==> config.mk <==
export PLATFORM = sky130hd
export DESIGN_NAME = pru_frame_writer
export DESIGN_NICKNAME = d
export VERILOG_FILES = /design/src/rtl/pru_frame_writer.sv
export SDC_FILE = /design/constraint.sdc
export NUM_CORES = 1
export LEC_CHECK = 0
export CAP_MARGIN = 25
export CORE_ASPECT_RATIO = 0.7
export CORE_MARGIN = 8
export CORE_UTILIZATION = 40
export CTS_CLUSTER_SIZE = 25
export DETAILED_ROUTE_END_ITERATION = 10
export GPL_ROUTABILITY_DRIVEN = 0
export GPL_TIMING_DRIVEN = 1
export PLACE_DENSITY = 0.67
export SLEW_MARGIN = 20
export SYNTH_ARGS = -nofsm -noshare
export SYNTH_HDL_FRONTEND = slang
export SYNTH_SLANG_ARGS = --single-unit
==> constraint.sdc <==
create_clock -name clk -period 6.5 [get_ports clk]
set_input_delay 1.95 -clock clk [delete_from_list [all_inputs] [get_ports clk]]
set_output_delay 1.95 -clock clk [all_outputs]
set_load 0.01 [all_outputs]
==> src/rtl/pru_frame_writer.sv <==
// ---------------------------------------------------------------------------
// pru_frame_writer
//   Write-side engine for the 2-bit/pixel frame buffer. Decodes PRU register
//   writes and fills rectangles (or the whole screen) one pixel per cycle
//   through the buffer write port.
//   Rev 1.0 - initial release
// ---------------------------------------------------------------------------
`default_nettype none

module pru_frame_writer #(
  parameter int          H_RES     = 640,
  parameter int          V_RES     = 480,
  parameter int          ADDR_W    = 19,
  parameter logic [31:0] BASE_ADDR = 32'h4010
) (
  input  logic              clk,
  input  logic              rst_n,
  input  logic [31:0]       pru_addr,
  input  logic [31:0]       pru_data,
  input  logic              pru_we,
  output logic              busy,
  output logic              done,
  output logic              cmd_err,
  output logic              fb_we,
  output logic [ADDR_W-1:0] fb_addr,
  output logic [1:0]        fb_wrt_data
);

  localparam logic [9:0]        X_MAX    = 10'(H_RES - 1);
  localparam logic [8:0]        Y_MAX    = 9'(V_RES - 1);
  localparam logic [ADDR_W-1:0] ROW_STEP = ADDR_W'(H_RES);

  typedef enum logic [1:0] {
    IDLE  = 2'd0,
    SETUP = 2'd1,
    FILL  = 2'd2,
    DONE  = 2'd3
  } state_t;

  state_t state;

  // PRU-visible coordinate registers
  logic [9:0] xy0_x, xy1_x;
  logic [8:0] xy0_y, xy1_y;

  // Working copies latched at command accept; clamped in SETUP
  logic [9:0] wk_x0, wk_x1;
  logic [8:0] wk_y0, wk_y1;
  logic [1:0] wk_colour;
  logic       wk_op;

  // Current pixel being presented on the write port
  logic [9:0]        cur_x;
  logic [8:0]        cur_y;
  logic [ADDR_W-1:0] row_base;

  logic sel_xy0, sel_xy1, sel_cmd;
  assign sel_xy0 = pru_we && (pru_addr == BASE_ADDR);
  assign sel_xy1 = pru_we && (pru_addr == BASE_ADDR + 32'd4);
  assign sel_cmd = pru_we && (pru_addr == BASE_ADDR + 32'd8);

  // Bits of the data bus no register field maps onto
  logic unused_data;
  assign unused_data = &{1'b0, pru_data[31:25], pru_data[15:10]};

  // Clamped (or clear-forced) bounds evaluated during SETUP
  logic [9:0]        s_x0, s_x1;
  logic [8:0]        s_y0, s_y1;
  logic [ADDR_W-1:0] s_base;
  logic              s_empty;

  assign s_x0    = wk_op ? 10'd0 : ((wk_x0 > X_MAX) ? X_MAX : wk_x0);
  assign s_x1    = wk_op ? X_MAX : ((wk_x1 > X_MAX) ? X_MAX : wk_x1);
  assign s_y0    = wk_op ? 9'd0  : ((wk_y0 > Y_MAX) ? Y_MAX : wk_y0);
  assign s_y1    = wk_op ? Y_MAX : ((wk_y1 > Y_MAX) ? Y_MAX : wk_y1);
  // Constant multiply; only used once per command, never in the fill loop
  assign s_base  = ADDR_W'(s_y0) * ROW_STEP;
  assign s_empty = (s_x0 > s_x1) || (s_y0 > s_y1);

  // Coordinate registers: writable at any time, independent of the engine
  always_ff @(posedge clk or negedge rst_n) begin
    if (!rst_n) begin
      xy0_x <= '0;
      xy0_y <= '0;
      xy1_x <= '0;
      xy1_y <= '0;
    end else begin
      if (sel_xy0) begin
        xy0_x <= pru_data[9:0];
        xy0_y <= pru_data[24:16];
      end
      if (sel_xy1) begin
        xy1_x <= pru_data[9:0];
        xy1_y <= pru_data[24:16];
      end
    end
  end

  // Fill engine: command accept, setup, pixel walk and completion pulse
  always_ff @(posedge clk or negedge rst_n) begin
    if (!rst_n) begin
      state       <= IDLE;
      busy        <= 1'b0;
      done        <= 1'b0;
      cmd_err     <= 1'b0;
      fb_we       <= 1'b0;
      fb_addr     <= '0;
      fb_wrt_data <= '0;
      wk_x0       <= '0;
      wk_x1       <= '0;
      wk_y0       <= '0;
      wk_y1       <= '0;
      wk_colour   <= '0;
      wk_op       <= 1'b0;
      cur_x       <= '0;
      cur_y       <= '0;
      row_base    <= '0;
    end else begin
      done <= 1'b0;
      // A command arriving while anything is in flight is dropped and flagged
      if (sel_cmd && (state != IDLE)) begin
        cmd_err <= 1'b1;
      end
      case (state)
        IDLE: begin
          if (sel_cmd) begin
            wk_colour <= pru_data[1:0];
            wk_op     <= pru_data[8];
            wk_x0     <= xy0_x;
            wk_y0     <= xy0_y;
            wk_x1     <= xy1_x;
            wk_y1     <= xy1_y;
            cmd_err   <= 1'b0;
            busy      <= 1'b1;
            state     <= SETUP;
          end
        end
        SETUP: begin
          wk_x0 <= s_x0;
          wk_x1 <= s_x1;
          wk_y0 <= s_y0;
          wk_y1 <= s_y1;
          if (s_empty) begin
            done  <= 1'b1;
            state <= DONE;
          end else begin
            cur_x       <= s_x0;
            cur_y       <= s_y0;
            row_base    <= s_base;
            fb_we       <= 1'b1;
            fb_addr     <= s_base + ADDR_W'(s_x0);
            fb_wrt_data <= wk_colour;
            state       <= FILL;
          end
        end
        FILL: begin
          if ((cur_x == wk_x1) && (cur_y == wk_y1)) begin
            fb_we <= 1'b0;
            done  <= 1'b1;
            state <= DONE;
          end else if (cur_x == wk_x1) begin
            // Wrap to the start of the next row; row base advances by adding
            cur_x    <= wk_x0;
            cur_y    <= cur_y + 9'd1;
            row_base <= row_base + ROW_STEP;
            fb_addr  <= row_base + ROW_STEP + ADDR_W'(wk_x0);
          end else begin
            cur_x   <= cur_x + 10'd1;
            fb_addr <= fb_addr + ADDR_W'(1);
          end
        end
        DONE: begin
          busy  <= 1'b0;
          state <= IDLE;
        end
        default: begin
          busy  <= 1'b0;
          fb_we <= 1'b0;
          state <= IDLE;
        end
      endcase
    end
  end

endmodule

`default_nettype wire
==> results.md <==
- Synth top cells by count: dfrtp_1 (137), nand2_1 (114), o21ai_0 (101)
- CTS Buf Count: 17
- Row cnt: 45
- Routed vias/inst: 5.58
- Total track usage: 17.7%
- Avg Cell Area, Syn: 9.07 um^2
- Power per standard cell area: 179 nW/um^2
- R2r setup slk: 1.85 ns
- Area delta synth->final: 18.7%
- Final period util: 71.5%
- RSZ-0062 raised after global routing: false
- Final setup violation count: 0
- Clock root buffer: clkbuf_16
- First-pass GRT wire length: 38500 um
- Starting DRT DRC Count: 743
- Routed WL per cell: 17.7 um
- Max-slew violation count: 0
- NumNets Final: 1140
- Initial core utilization: 40.5%
- Distinct cell type count after synthesis: 72
- Synthesized area: 8740 um^2
- HPWL Detailed: 16900 um
- Worst Skew: 0.0125 ns
- Synthesized Nets: 1078
- Largest net degree at the start of global routing: 96
- Later-pin clock latency in the skew report: 0.44 ns
- Max-Cap Viols: 0
- Antenna cells: 0
- Area of the multi-input gates: 5040 um^2
- Port bufs: 78
- DR vias: 7369
- Most common cell in the netlist: dfrtp_1
- I/O pins: 92
- PostCTS Resize Cnt: 0
- Hold-fix buffers at CTS: 0
- Crit Path Max Fanout: 28
- Hold Crit Class: flop to flop
- CTS tree: done
- DR pass1 iterations: 7
- Crit path time final: 4.65 ns
- Vias in the first global route: 7308
- Leak: 4.51 nW
- Setup TNS: 0 ns
- Clk slew on worst S/H paths: 0.07 ns
- Register area share after synthesis: 39.2%
- Die ar.: 26900 um^2
- Top-area cell type share of the netlist area: 39.2%
- Worst-Margin Slew: 0.902 ns
- Yosys reg bits: 137
- Final instance area: 10400 um^2
- Ratio of cells with drive above 1 in the final layout: 11.3%
- Arr. time, crit path: 4.98 ns
- Fin util: 48.1%
- Area occupied by registers: 3430 um^2
- VDD IR max: 0.000186 V
- Total gr overflow: 0
- Cells after Synth: 964
- Synth area leaders: dfrtp_1 (39%), ha_1 (6.4%), mux2_2 (6.2%)
- Largest area contributor in the netlist: dfrtp_1
- Placed cell count: 1288
- Fillers: 2024
- Ys flop type: dfrtp_1
- Antenna-violating nets left: 0
- CTS Buffer Depth: 2
- CP startpoint kind: flop
- Area after DPL: 9800 um^2
- CP Data Required Time: 6.84 ns
- Clock Sinks: 137
- Post-route insts no fill: 1321
- Final wirelength: 23400 um
- Yosys warnings: 0
- CP endpoint kind: flop
- Post-synth ARST share: 100%
- Critical path class: flop to flop
- Status: complete, no violations
- Initial antenna violation count: 0
- Fin. Hold Viols: 0
- Floorplan core area: 21600 um^2
- Htree depth: 4
- Slew margin rel.: 39.7%
- Die width: 193 um
- Post-CTS Setup Bufs: 0
- Die span in y: 140 um
- # DRC: 0
- FMAX: 0.215 GHz
- Number of synthesized flops with an enable pin: 0
[power breakdown]
group / switching (mW) / internal (mW) / total (mW)
combinational: 0.0240 / 0.0294 / 0.0534
clock: 0.421 / 0.534 / 0.954
sequential: 0.00000251 / 0.853 / 0.853
total: 0.444 / 1.42 / 1.86
[flip-flops by register name, indices dropped and copies added (netlist names), 2 cells and up]
signal       cells
wk_y1            9
wk_y0            9
xy1_x           10
fb_addr         19
state            2
xy1_y            9
row_base        12
cur_y            9
xy0_y            9
wk_x1           10
cur_x           10
fb_wrt_data      2
wk_colour        2
wk_x0           10
xy0_x           10
[placed cells by master (no fill, tap or decap), types with 4 or more instances in the layout]
| cell | instances |
|---|---|
| a22o_1 | 6 |
| o21ai_1 | 6 |
| nor2_1 | 89 |
| or2_2 | 5 |
| xor2_1 | 33 |
| dfrtp_1 | 137 |
| o31ai_1 | 7 |
| mux2i_1 | 26 |
| nand4_1 | 14 |
| and3_1 | 4 |
| clkbuf_16 | 17 |
| nor2b_1 | 7 |
| a31oi_1 | 7 |
| a21oi_1 | 54 |
| a211oi_1 | 7 |
| buf_4 | 13 |
| o21ai_0 | 101 |
| mux2_2 | 48 |
| nor4_1 | 5 |
| nand3b_1 | 5 |
| nand2_1 | 114 |
| inv_6 | 6 |
| a21o_1 | 11 |
| nand2b_1 | 5 |
| nor4b_1 | 6 |
| nand3_1 | 26 |
| nor3_1 | 25 |
| o22ai_1 | 7 |
| xnor2_1 | 29 |
| clkdlybuf4s50_1 | 77 |
| and2_1 | 6 |
| ha_1 | 43 |
| inv_1 | 25 |
[metal layers]
metal  vias to the layer above  GRT usage [%]  share of wire [%]  wire [um]
li1                       3580              -                  -          -
met1                      3551           25.1                 49      11500
met2                       221           26.0                 43      10100
met3                        17           4.74                6.5       1520
met4                         0           4.65               0.91        212
met5                         -              0                  0          0
[stage by stage]
stage	power, mW	hold slack [ns]	setup WS, ns
after CTS	1.88	0.487	1.84
after detailed placement	0.924	0.471	1.70
after global placement	0.923	0.462	1.75
final	1.86	0.485	1.85
after floorplan	0.870	0.451	2.60
after global routing	1.92	0.525	1.59
[final cells by class]
type | count | share of cell area [%]
Clock buffer | 18 | 4.14
Tap cell | 282 | 3.40
Sequential cell | 137 | 33.0
Clock inverter | 14 | 1.31
Multi-Input combinational cell | 753 | 48.6
Timing Repair Buffer | 92 | 8.60
Inverter | 25 | 0.905
[path summary, 6_finish.rpt]
path | start | to | cells after the start
hold reg to reg | wk_y0[4] | wk_y0[4] | 2
setup / recovery | wk_op | row_base[10] | 13
max in group asynchronous | rst_n | wk_y0[0] | 2
hold / removal | wk_y0[4] | wk_y0[4] | 2
min in group asynchronous | rst_n | state[0] | 1
setup reg to reg | wk_op | row_base[10] | 13
[worst max-delay path, cell delays in order, from the launching register on]
cell            delay, ns
dfrtp_1              0.59
buf_4                0.31
nor2b_1              0.50
ha_1                 0.25
nand4_1              0.13
a211oi_1             0.30
a2111oi_0            0.11
dlymetal6s2s_1       0.19
or3_1                0.38
o31ai_2              0.22
a21o_1               0.73
buf_4                0.39
o32ai_1              0.12
a311oi_1             0.32
[cells by family (layout without fill, tap and decap cells)]
| logic type | Yosys count | count (layout) | share of synthesized area, % |
|---|---|---|---|
| fa+ha+maj | 47 | 47 | 6.90 |
| compound gates | 244 | 244 | 17.1 |
| simple gates | 325 | 325 | 17.6 |
| flops | 137 | 137 | 39.2 |
| mux | 74 | 74 | 9.16 |
| xor+xnor | 63 | 63 | 6.40 |
| buf+inv | 74 | 149 | 3.64 |
(Power assumes the default switching activity.)
